$ cat src/rtl/fpga_cfg_pkg.sv
//==============================================================================
// Module      : fpga_cfg_pkg
// Description : Shared FSM encoding and default sizes for the fabric config loader.
// Revision    : 1.0 - initial release
//==============================================================================
`default_nettype none

package fpga_cfg_pkg;

    localparam int c_CFG_HEIGHT_DEF = 32;
    localparam int c_CFG_WIDTH_DEF  = 64;
    localparam int c_ADDR_W_DEF     = 16;
    localparam int CFG_CNT_W        = $clog2(c_CFG_WIDTH_DEF);

    typedef enum logic [2:0] {
        ST_IDLE  = 3'd0,
        ST_REQ   = 3'd1,
        ST_WAIT  = 3'd2,
        ST_SHIFT = 3'd3,
        ST_FIN   = 3'd4
    } cfg_state_t;

endpackage

`default_nettype wire

$ cat src/rtl/fpga_cfg_loader_if.sv
//==============================================================================
// Module      : fpga_cfg_loader_if
// Description : Single-outstanding word-read bus between the loader and memory.
// Revision    : 1.0 - initial release
//==============================================================================
`default_nettype none

interface fpga_cfg_loader_if
    import fpga_cfg_pkg::*;
#(
    parameter int ADDR_W = c_ADDR_W_DEF,
    parameter int DATA_W = c_CFG_HEIGHT_DEF
);
    logic              mem_req;
    logic [ADDR_W-1:0] mem_addr;
    logic              mem_gnt;
    logic              mem_rvalid;
    logic [DATA_W-1:0] mem_rdata;

    modport master (
        output mem_req,
        output mem_addr,
        input  mem_gnt,
        input  mem_rvalid,
        input  mem_rdata
    );

    modport slave (
        input  mem_req,
        input  mem_addr,
        output mem_gnt,
        output mem_rvalid,
        output mem_rdata
    );
endinterface

`default_nettype wire

$ cat src/rtl/fpga_cfg_pcpi_gate.sv
//==============================================================================
// Module      : fpga_cfg_pcpi_gate
// Description : Blocks CPU PCPI traffic to the fabric while it is not fully configured.
// Revision    : 1.0 - initial release
//==============================================================================
`default_nettype none

module fpga_cfg_pcpi_gate (
    input  logic cpu_pcpi_valid,
    input  logic cfg_valid,
    input  logic busy,
    output logic fab_pcpi_valid,
    output logic cpu_pcpi_wait
);

    assign fab_pcpi_valid = cpu_pcpi_valid & cfg_valid & ~busy;
    assign cpu_pcpi_wait  = cpu_pcpi_valid & busy;

endmodule

`default_nettype wire

$ cat src/rtl/fpga_cfg_loader.sv
//==============================================================================
// Module      : fpga_cfg_loader
// Description : Fetches CFG_WIDTH columns from memory and shifts them into the fabric.
//               Optional XOR checksum word after the last column: CFG_LOADER_CRC_EN.
// Revision    : 1.0 - initial release
//==============================================================================
`default_nettype none

module fpga_cfg_loader
    import fpga_cfg_pkg::*;
#(
    parameter int CFG_HEIGHT = c_CFG_HEIGHT_DEF,
    parameter int CFG_WIDTH  = c_CFG_WIDTH_DEF,
    parameter int ADDR_W     = c_ADDR_W_DEF
)(
    input  logic                  clk,
    input  logic                  rst,
    input  logic                  start,
    input  logic [ADDR_W-1:0]     base_addr,
    fpga_cfg_loader_if.master     mem,
    output logic                  shift,
    output logic [CFG_HEIGHT-1:0] cdata,
    output logic                  busy,
    output logic                  done,
    output logic                  cfg_valid,
    output logic                  err,
    input  logic                  cpu_pcpi_valid,
    output logic                  fab_pcpi_valid,
    output logic                  cpu_pcpi_wait
);

    localparam int c_CNT_W = (CFG_WIDTH > 1) ? $clog2(CFG_WIDTH) : 1;

    cfg_state_t            r_state;
    cfg_state_t            w_state_nxt;
    logic [c_CNT_W-1:0]    r_cnt;
    logic [ADDR_W-1:0]     r_addr;
    logic [CFG_HEIGHT-1:0] r_cdata;
    logic                  r_cfg_valid;
    logic                  w_req;
    logic                  w_shift;
    logic                  w_done;
    logic                  w_busy;
    logic                  w_last;
    logic                  w_chk;
    logic                  w_err;
    logic                  w_inc_addr;

    assign w_last = (r_cnt == c_CNT_W'(CFG_WIDTH - 1));

    always_ff @(posedge clk or negedge rst) begin
        if (!rst) r_state <= ST_IDLE;
        else      r_state <= w_state_nxt;
    end

    always_comb begin
        w_state_nxt = r_state;
        w_req       = 1'b0;
        w_shift     = 1'b0;
        w_done      = 1'b0;
        w_busy      = 1'b1;
        w_inc_addr  = 1'b0;
        case (r_state)
            ST_IDLE: begin
                w_busy = 1'b0;
                if (start) w_state_nxt = ST_REQ;
            end
            ST_REQ: begin
                w_req = 1'b1;
                if (mem.mem_gnt) w_state_nxt = ST_WAIT;
            end
            ST_WAIT: begin
                // the checksum word is consumed here and never reaches the fabric
                if (mem.mem_rvalid) w_state_nxt = w_chk ? ST_FIN : ST_SHIFT;
            end
            ST_SHIFT: begin
                w_shift = 1'b1;
                if (!w_last) begin
                    w_inc_addr  = 1'b1;
                    w_state_nxt = ST_REQ;
                end else begin
`ifdef CFG_LOADER_CRC_EN
                    w_inc_addr  = 1'b1;
                    w_state_nxt = ST_REQ;
`else
                    w_state_nxt = ST_FIN;
`endif
                end
            end
            ST_FIN: begin
                w_done      = 1'b1;
                w_state_nxt = ST_IDLE;
            end
            default: w_state_nxt = ST_IDLE;
        endcase
    end

    always_ff @(posedge clk or negedge rst) begin
        if (!rst) begin
            r_addr      <= '0;
            r_cnt       <= '0;
            r_cdata     <= '0;
            r_cfg_valid <= 1'b0;
        end else begin
            if (r_state == ST_IDLE && start) begin
                r_addr      <= base_addr;
                r_cnt       <= '0;
                r_cfg_valid <= 1'b0;
            end
            if (r_state == ST_WAIT && mem.mem_rvalid && !w_chk)
                r_cdata <= mem.mem_rdata;
            if (w_inc_addr)
                r_addr <= r_addr + ADDR_W'(1);
            if (r_state == ST_SHIFT && !w_last)
                r_cnt <= r_cnt + c_CNT_W'(1);
            if (r_state == ST_FIN)
                r_cfg_valid <= ~w_err;
        end
    end

`ifdef CFG_LOADER_CRC_EN
    logic                  r_chk;
    logic [CFG_HEIGHT-1:0] r_acc;
    logic                  r_err;

    always_ff @(posedge clk or negedge rst) begin
        if (!rst) begin
            r_chk <= 1'b0;
            r_acc <= '0;
            r_err <= 1'b0;
        end else begin
            case (r_state)
                ST_IDLE: begin
                    if (start) begin
                        r_chk <= 1'b0;
                        r_acc <= '0;
                        r_err <= 1'b0;
                    end
                end
                ST_WAIT: begin
                    if (mem.mem_rvalid && r_chk) r_err <= (mem.mem_rdata != r_acc);
                end
                ST_SHIFT: begin
                    r_acc <= r_acc ^ r_cdata;
                    if (w_last) r_chk <= 1'b1;
                end
                ST_FIN:  r_chk <= 1'b0;
                default: r_chk <= r_chk;
            endcase
        end
    end

    assign w_chk = r_chk;
    assign w_err = r_err;
`else
    assign w_chk = 1'b0;
    assign w_err = 1'b0;
`endif

    assign mem.mem_req  = w_req;
    assign mem.mem_addr = r_addr;
    assign shift        = w_shift;
    assign cdata        = r_cdata;
    assign busy         = w_busy;
    assign done         = w_done;
    assign cfg_valid    = r_cfg_valid;
    assign err          = w_err;

    fpga_cfg_pcpi_gate u_pcpi_gate (
        .cpu_pcpi_valid (cpu_pcpi_valid),
        .cfg_valid      (r_cfg_valid),
        .busy           (w_busy),
        .fab_pcpi_valid (fab_pcpi_valid),
        .cpu_pcpi_wait  (cpu_pcpi_wait)
    );

endmodule

`default_nettype wire
$ cat src/flat_wrapper.sv
// flat-port wrapper written by rule: the top's interface ports become plain ports
module fpga_cfg_loader_flat import fpga_cfg_pkg::*;
#(
    parameter int CFG_HEIGHT = c_CFG_HEIGHT_DEF,
    parameter int CFG_WIDTH  = c_CFG_WIDTH_DEF,
    parameter int ADDR_W     = c_ADDR_W_DEF
)
  (clk, rst, start, base_addr, shift, cdata, busy, done, cfg_valid, err, cpu_pcpi_valid, fab_pcpi_valid, cpu_pcpi_wait, mem_mem_req, mem_mem_addr, mem_mem_gnt, mem_mem_rvalid, mem_mem_rdata);
  fpga_cfg_loader_if #(.ADDR_W(ADDR_W)) mem_i ();
  input  logic clk;
  input  logic rst;
  input  logic start;
  input  logic [ADDR_W-1:0] base_addr;
  output logic shift;
  output logic [CFG_HEIGHT-1:0] cdata;
  output logic busy;
  output logic done;
  output logic cfg_valid;
  output logic err;
  input  logic cpu_pcpi_valid;
  output logic fab_pcpi_valid;
  output logic cpu_pcpi_wait;
  output wire logic [$bits(mem_i.mem_req)-1:0] mem_mem_req;
  output wire logic [$bits(mem_i.mem_addr)-1:0] mem_mem_addr;
  input wire logic [$bits(mem_i.mem_gnt)-1:0] mem_mem_gnt;
  input wire logic [$bits(mem_i.mem_rvalid)-1:0] mem_mem_rvalid;
  input wire logic [$bits(mem_i.mem_rdata)-1:0] mem_mem_rdata;
  assign mem_mem_req = mem_i.mem_req;
  assign mem_mem_addr = mem_i.mem_addr;
  assign mem_i.mem_gnt = mem_mem_gnt;
  assign mem_i.mem_rvalid = mem_mem_rvalid;
  assign mem_i.mem_rdata = mem_mem_rdata;
  fpga_cfg_loader #(.CFG_HEIGHT(CFG_HEIGHT), .CFG_WIDTH(CFG_WIDTH), .ADDR_W(ADDR_W)) u_core (.clk(clk), .rst(rst), .start(start), .base_addr(base_addr), .mem(mem_i), .shift(shift), .cdata(cdata), .busy(busy), .done(done), .cfg_valid(cfg_valid), .err(err), .cpu_pcpi_valid(cpu_pcpi_valid), .fab_pcpi_valid(fab_pcpi_valid), .cpu_pcpi_wait(cpu_pcpi_wait));
endmodule
$ cat config.mk
export PLATFORM = sky130hd
export DESIGN_NAME = fpga_cfg_loader_flat
export DESIGN_NICKNAME = d
export VERILOG_FILES = /design/src/rtl/fpga_cfg_pkg.sv /design/src/rtl/fpga_cfg_loader_if.sv /design/src/rtl/fpga_cfg_pcpi_gate.sv /design/src/rtl/fpga_cfg_loader.sv /design/src/flat_wrapper.sv
export SDC_FILE = /design/constraint.sdc
export NUM_CORES = 1
export LEC_CHECK = 0
export ABC_AREA = 1
export CAP_MARGIN = 5
export CORE_ASPECT_RATIO = 2
export CORE_MARGIN = 3
export CORE_UTILIZATION = 41
export DETAILED_ROUTE_END_ITERATION = 6
export PLACE_DENSITY = 0.85
export SLEW_MARGIN = 20
export SYNTH_ARGS = -nofsm -noshare
export SYNTH_HDL_FRONTEND = slang
export SYNTH_SLANG_ARGS = --single-unit
export TNS_END_PERCENT = 20
$ cat constraint.sdc
create_clock -name clk -period 1.6 [get_ports clk]
set_clock_uncertainty 0.05 [all_clocks]
set_input_delay 0.16 -clock clk [delete_from_list [all_inputs] [get_ports clk]]
set_output_delay 0.16 -clock clk [all_outputs]
set_load 0.01 [all_outputs]
==> flow_summary.html <==
<table>
<tr><th>Metric</th><th>Value</th></tr>
<tr><th colspan="2">Floorplan</th></tr>
<tr><td>Std-Cell Rows</td><td>44</td></tr>
<tr><td>Num ports</td><td>110</td></tr>
<tr><td>Initial Util</td><td>42.3%</td></tr>
<tr><td>Die width</td><td>67.2 um</td></tr>
<tr><td>Die Outline Area</td><td>8640 um^2</td></tr>
<tr><td>Core area</td><td>7270 um^2</td></tr>
<tr><td>Die Height</td><td>128 um</td></tr>
<tr><th colspan="2">Layout</th></tr>
<tr><td>Post-route non-filler standard cell count</td><td>543</td></tr>
<tr><td>Diode insertion count for antenna repair</td><td>0</td></tr>
<tr><td>Number of fill cells in the layout</td><td>580</td></tr>
<tr><td>Fraction of layout cells with a size suffix above 1</td><td>25.7%</td></tr>
<tr><td>Final net count</td><td>502</td></tr>
<tr><td>Synth-to-Final Area Change</td><td>52.7%</td></tr>
<tr><th colspan="2">Worst setup path</th></tr>
<tr><td>Critical path endpoint category</td><td>register</td></tr>
<tr><td>Maximum fanout along the worst path</td><td>20</td></tr>
<tr><td>Start point of the critical path</td><td>u_core.r_state[0]</td></tr>
<tr><td>CP arrival</td><td>1710 ps</td></tr>
<tr><td>Endpoint of the worst-slack reg-to-reg timing path</td><td>u_core.cdata[8]</td></tr>
<tr><td>Launching point of the worst reg2reg path</td><td>u_core.r_state[0]</td></tr>
<tr><td>Cell count of the worst reg-to-reg path</td><td>4</td></tr>
<tr><td>Crit Path Class</td><td>register to register</td></tr>
<tr><td>Data required, critical path</td><td>1750 ps</td></tr>
<tr><td>FF-to-FF setup slack</td><td>40 ps</td></tr>
<tr><td>Worst setup SP type</td><td>register</td></tr>
<tr><th colspan="2">Placed design</th></tr>
<tr><td>Weighted congestion at the end of routability-driven global placement</td><td>0.803</td></tr>
<tr><td>Detailed placer's ending HPWL</td><td>5900 um</td></tr>
<tr><td>Placed cell count</td><td>521</td></tr>
<tr><td>Count of buffers from port buffering</td><td>108</td></tr>
<tr><td>Pre-CTS setup slack</td><td>-70.6 ps</td></tr>
<tr><th colspan="2">Logic synthesis</th></tr>
<tr><td>Dominant cells by area after synthesis</td><td>sky130_fd_sc_hd__dfrtp_1 (47%), sky130_fd_sc_hd__mux2_4 (15%), sky130_fd_sc_hd__nand2_1 (8.7%), sky130_fd_sc_hd__nand3_1 (4.1%), sky130_fd_sc_hd__nor2_1 (3.4%)</td></tr>
<tr><td>#FFs+latches synth</td><td>58</td></tr>
<tr><td>Sequential share of the synthesized area</td><td>47.2%</td></tr>
<tr><td>Number of standard cells after synthesis</td><td>314</td></tr>
<tr><td>Post-synth EDFFs</td><td>0</td></tr>
<tr><td>Synth area leader</td><td>sky130_fd_sc_hd__dfrtp_1</td></tr>
<tr><td>Synth cell count leaders</td><td>sky130_fd_sc_hd__nand2_1 (71), sky130_fd_sc_hd__dfrtp_1 (58), sky130_fd_sc_hd__mux2_4 (30)</td></tr>
<tr><td>Most used DFF post-synth</td><td>sky130_fd_sc_hd__dfrtp_1</td></tr>
<tr><td>Average footprint of a synthesized cell</td><td>9.79 um^2</td></tr>
<tr><td>Distinct cell type count after synthesis</td><td>35</td></tr>
<tr><td>Yosys warning total</td><td>0</td></tr>
<tr><td>Cell with the most instances after synthesis</td><td>sky130_fd_sc_hd__nand2_1</td></tr>
<tr><td>Syn Std Cell Area</td><td>3070 um^2</td></tr>
<tr><td>Synthesized Nets</td><td>370</td></tr>
<tr><td>Ys async rst share</td><td>100%</td></tr>
<tr><td>Yosys top cell area share</td><td>47.2%</td></tr>
<tr><th colspan="2">Clocking</th></tr>
<tr><td>Num Clock Sinks</td><td>58</td></tr>
<tr><td>TritonCTS clock tree</td><td>done</td></tr>
<tr><td>Depth of the CTS H-tree</td><td>3</td></tr>
<tr><td>Cts bufs inserted</td><td>9</td></tr>
<tr><td>Clock slew at the register clock pins of the worst setup and hold paths</td><td>50 ps</td></tr>
<tr><td>Worst-Skew Late Latency</td><td>320 ps</td></tr>
<tr><td>Root Driver</td><td>sky130_fd_sc_hd__clkbuf_16</td></tr>
<tr><td>Number of buffers on the longest clock path</td><td>2</td></tr>
<tr><th colspan="2">STA</th></tr>
<tr><td>Count of final setup violators</td><td>0</td></tr>
<tr><td>Achievable clock frequency</td><td>640 MHz</td></tr>
<tr><td>Setup slack of the critical path after layout</td><td>38.1 ps</td></tr>
<tr><td>Post-route clock period utilization</td><td>97.6%</td></tr>
<tr><td>Number of max-slew violations in the final report</td><td>0</td></tr>
<tr><td>RSZ-0062 raised after global routing</td><td>true</td></tr>
<tr><td>Post-route minimum period</td><td>1560 ps</td></tr>
<tr><td>Final hold viol count</td><td>0</td></tr>
<tr><th colspan="2">Run status</th></tr>
<tr><td>Status</td><td>completed</td></tr>
<tr><th colspan="2">Global routing</th></tr>
<tr><td>Via count of the first global-routing pass</td><td>2721</td></tr>
<tr><td>Global route total overflow</td><td>0</td></tr>
<tr><td>GRT Total Usage</td><td>19.1%</td></tr>
<tr><td>Number of antenna violations at the first check in global routing</td><td>0</td></tr>
<tr><td>Wire length of the first global-routing pass</td><td>12400 um</td></tr>
<tr><td>Maximum number of pins on one net before global-route repair</td><td>59</td></tr>
<tr><th colspan="2">Drt</th></tr>
<tr><td>Average wire per cell in the routed design</td><td>15.0 um</td></tr>
<tr><td>Post-detailed-route DRC marker count</td><td>0</td></tr>
<tr><td>Wirelength, routed</td><td>8140 um</td></tr>
<tr><td>Final ANT Viol Nets</td><td>0</td></tr>
<tr><td>Vias</td><td>2683</td></tr>
<tr><td>Initial DRC count</td><td>130</td></tr>
<tr><td>Drt via density</td><td>4.94</td></tr>
<tr><td>TritonRoute pass-1 iters</td><td>5</td></tr>
<tr><th colspan="2">Flow run</th></tr>
<tr><td>Max-capacitance violation count</td><td>0</td></tr>
<tr><th colspan="2">Worst hold path</th></tr>
<tr><td>Worst Hold Class</td><td>input port to asynchronous set/reset pin</td></tr>
<tr><th colspan="2">Power and ir drop</th></tr>
<tr><td>P_leak</td><td>0.00222 uW</td></tr>
<tr><td>Power Dens Cells</td><td>1950 nW/um^2</td></tr>
<tr><td>Maximum vdd drop</td><td>0.00122 V</td></tr>
</table>
-- how the worst max path moves through the flow --
| stage | endpoint | slack, ps | cells after the start |
|---|---|---|---|
| detailed placement | fab_pcpi_valid | -70 | 4 |
| finish | u_core.cdata[8] | 40 | 4 |
| floorplan | u_core.mem.mem_addr[2] | 130 | 10 |
| CTS | mem_mem_addr[2] | 20 | 1 |
| global placement | fab_pcpi_valid | -20 | 4 |
| global route | u_core.mem.mem_addr[8] | -60 | 8 |
-- routing by layer --
metal	up-vias	routed length [um]	global-route usage [%]
li1	1275	-	-
met1	1286	2920	19.4
met2	109	4570	35.1
met3	13	474	4.80
met4	0	180	8.37
met5	-	0	0
-- repair_timing --
| item | 4_1_cts | 5_1_grt |
|---|---|---|
| setup endpoints to repair | 7 | 39 |
| pin swaps | 0 | 4 |
| endpoints found under the hold margin | 58 | 0 |
| hold buffers | 1 | 0 |
| buffers inserted | 0 | 3 |
| gates resized for setup | 14 | 20 |
| cloned | 0 | 2 |
-- power by group --
part / total [uW] / internal [uW] / switching [uW]
Clock: 1720 / 1080 / 639
Combinational: 4640 / 2620 / 2030
Sequential: 2780 / 2170 / 606
-- cells by family after synthesis --
family          after synthesis  share of synthesized area, %
simple gates                156                          24.4
flops                        58                          47.2
buf+inv                      40                          6.72
mux                          32                          15.4
compound gates               20                          3.95
xor+xnor                      5                          1.42
fa+ha+maj                     2                         0.814
other cells                   1                         0.122
-- sequential cells by signal (all words and copies together) (netlist names) --
signal / flops
u_core.mem.mem_addr: 16
u_core.r_state: 3
u_core.r_cnt: 6
u_core.cdata: 32
u_core.cfg_valid: 1
-- cell usage in the layout, fill, tap and decap left out, types with 3 or more instances in the layout --
master,n
sky130_fd_sc_hd__inv_1,27
sky130_fd_sc_hd__clkinv_2,3
sky130_fd_sc_hd__clkbuf_16,9
sky130_fd_sc_hd__nor2_1,22
sky130_fd_sc_hd__buf_4,15
sky130_fd_sc_hd__mux2_4,30
sky130_fd_sc_hd__nor2_2,6
sky130_fd_sc_hd__xor2_1,4
sky130_fd_sc_hd__or2_2,3
sky130_fd_sc_hd__a21oi_1,3
sky130_fd_sc_hd__o21ai_0,8
sky130_fd_sc_hd__buf_12,3
sky130_fd_sc_hd__dfrtp_2,6
sky130_fd_sc_hd__inv_2,3
sky130_fd_sc_hd__nand4_1,3
sky130_fd_sc_hd__nor2_4,3
sky130_fd_sc_hd__clkbuf_2,3
sky130_fd_sc_hd__dfrtp_1,52
sky130_fd_sc_hd__nand3_1,25
sky130_fd_sc_hd__clkdlybuf4s50_1,100
sky130_fd_sc_hd__nand2_1,71
sky130_fd_sc_hd__nand2_2,12
sky130_fd_sc_hd__o21ai_1,3
sky130_fd_sc_hd__nor3_1,3
-- critical path: stages (launching register included) --
cell and delay [ps]:
sky130_fd_sc_hd__dfrtp_2 470, sky130_fd_sc_hd__nor3_4 260, sky130_fd_sc_hd__nand2_2 150, sky130_fd_sc_hd__buf_12 200, sky130_fd_sc_hd__mux2_4 310
-- stage by stage --
step / TNS (ps) / hold slack (ps) / power (uW) / util (%) / instance area, um^2
finish: 0 / 318 / 9130 / 64.6 / 4690
global route: -480 / 356 / 9710 / 64.6 / 4690
CTS: 0 / 338 / 8990 / 63.6 / 4620
detailed placement: -70.6 / 138 / 7230 / 59.7 / 4340
global placement: -23.5 / 136 / 7080 / 59.7 / 4340
floorplan: 0 / -186 / 5130 / - / 3070
-- final cells by class --
| class | instances | area [um^2] | share of cell area (%) |
|---|---|---|---|
| Sequential cell | 58 | 1460 | 31.1 |
| Clock inverter | 5 | 30.0 | 0.640 |
| Timing Repair inverter | 2 | 17.5 | 0.373 |
| Tap cell | 92 | 115 | 2.45 |
| Multi-Input combinational cell | 216 | 1460 | 31.0 |
| Inverter | 32 | 135 | 2.88 |
| Clock buffer | 11 | 243 | 5.17 |
| Timing Repair Buffer | 127 | 1240 | 26.4 |
Note: power is estimated with default switching activity, not from simulation.
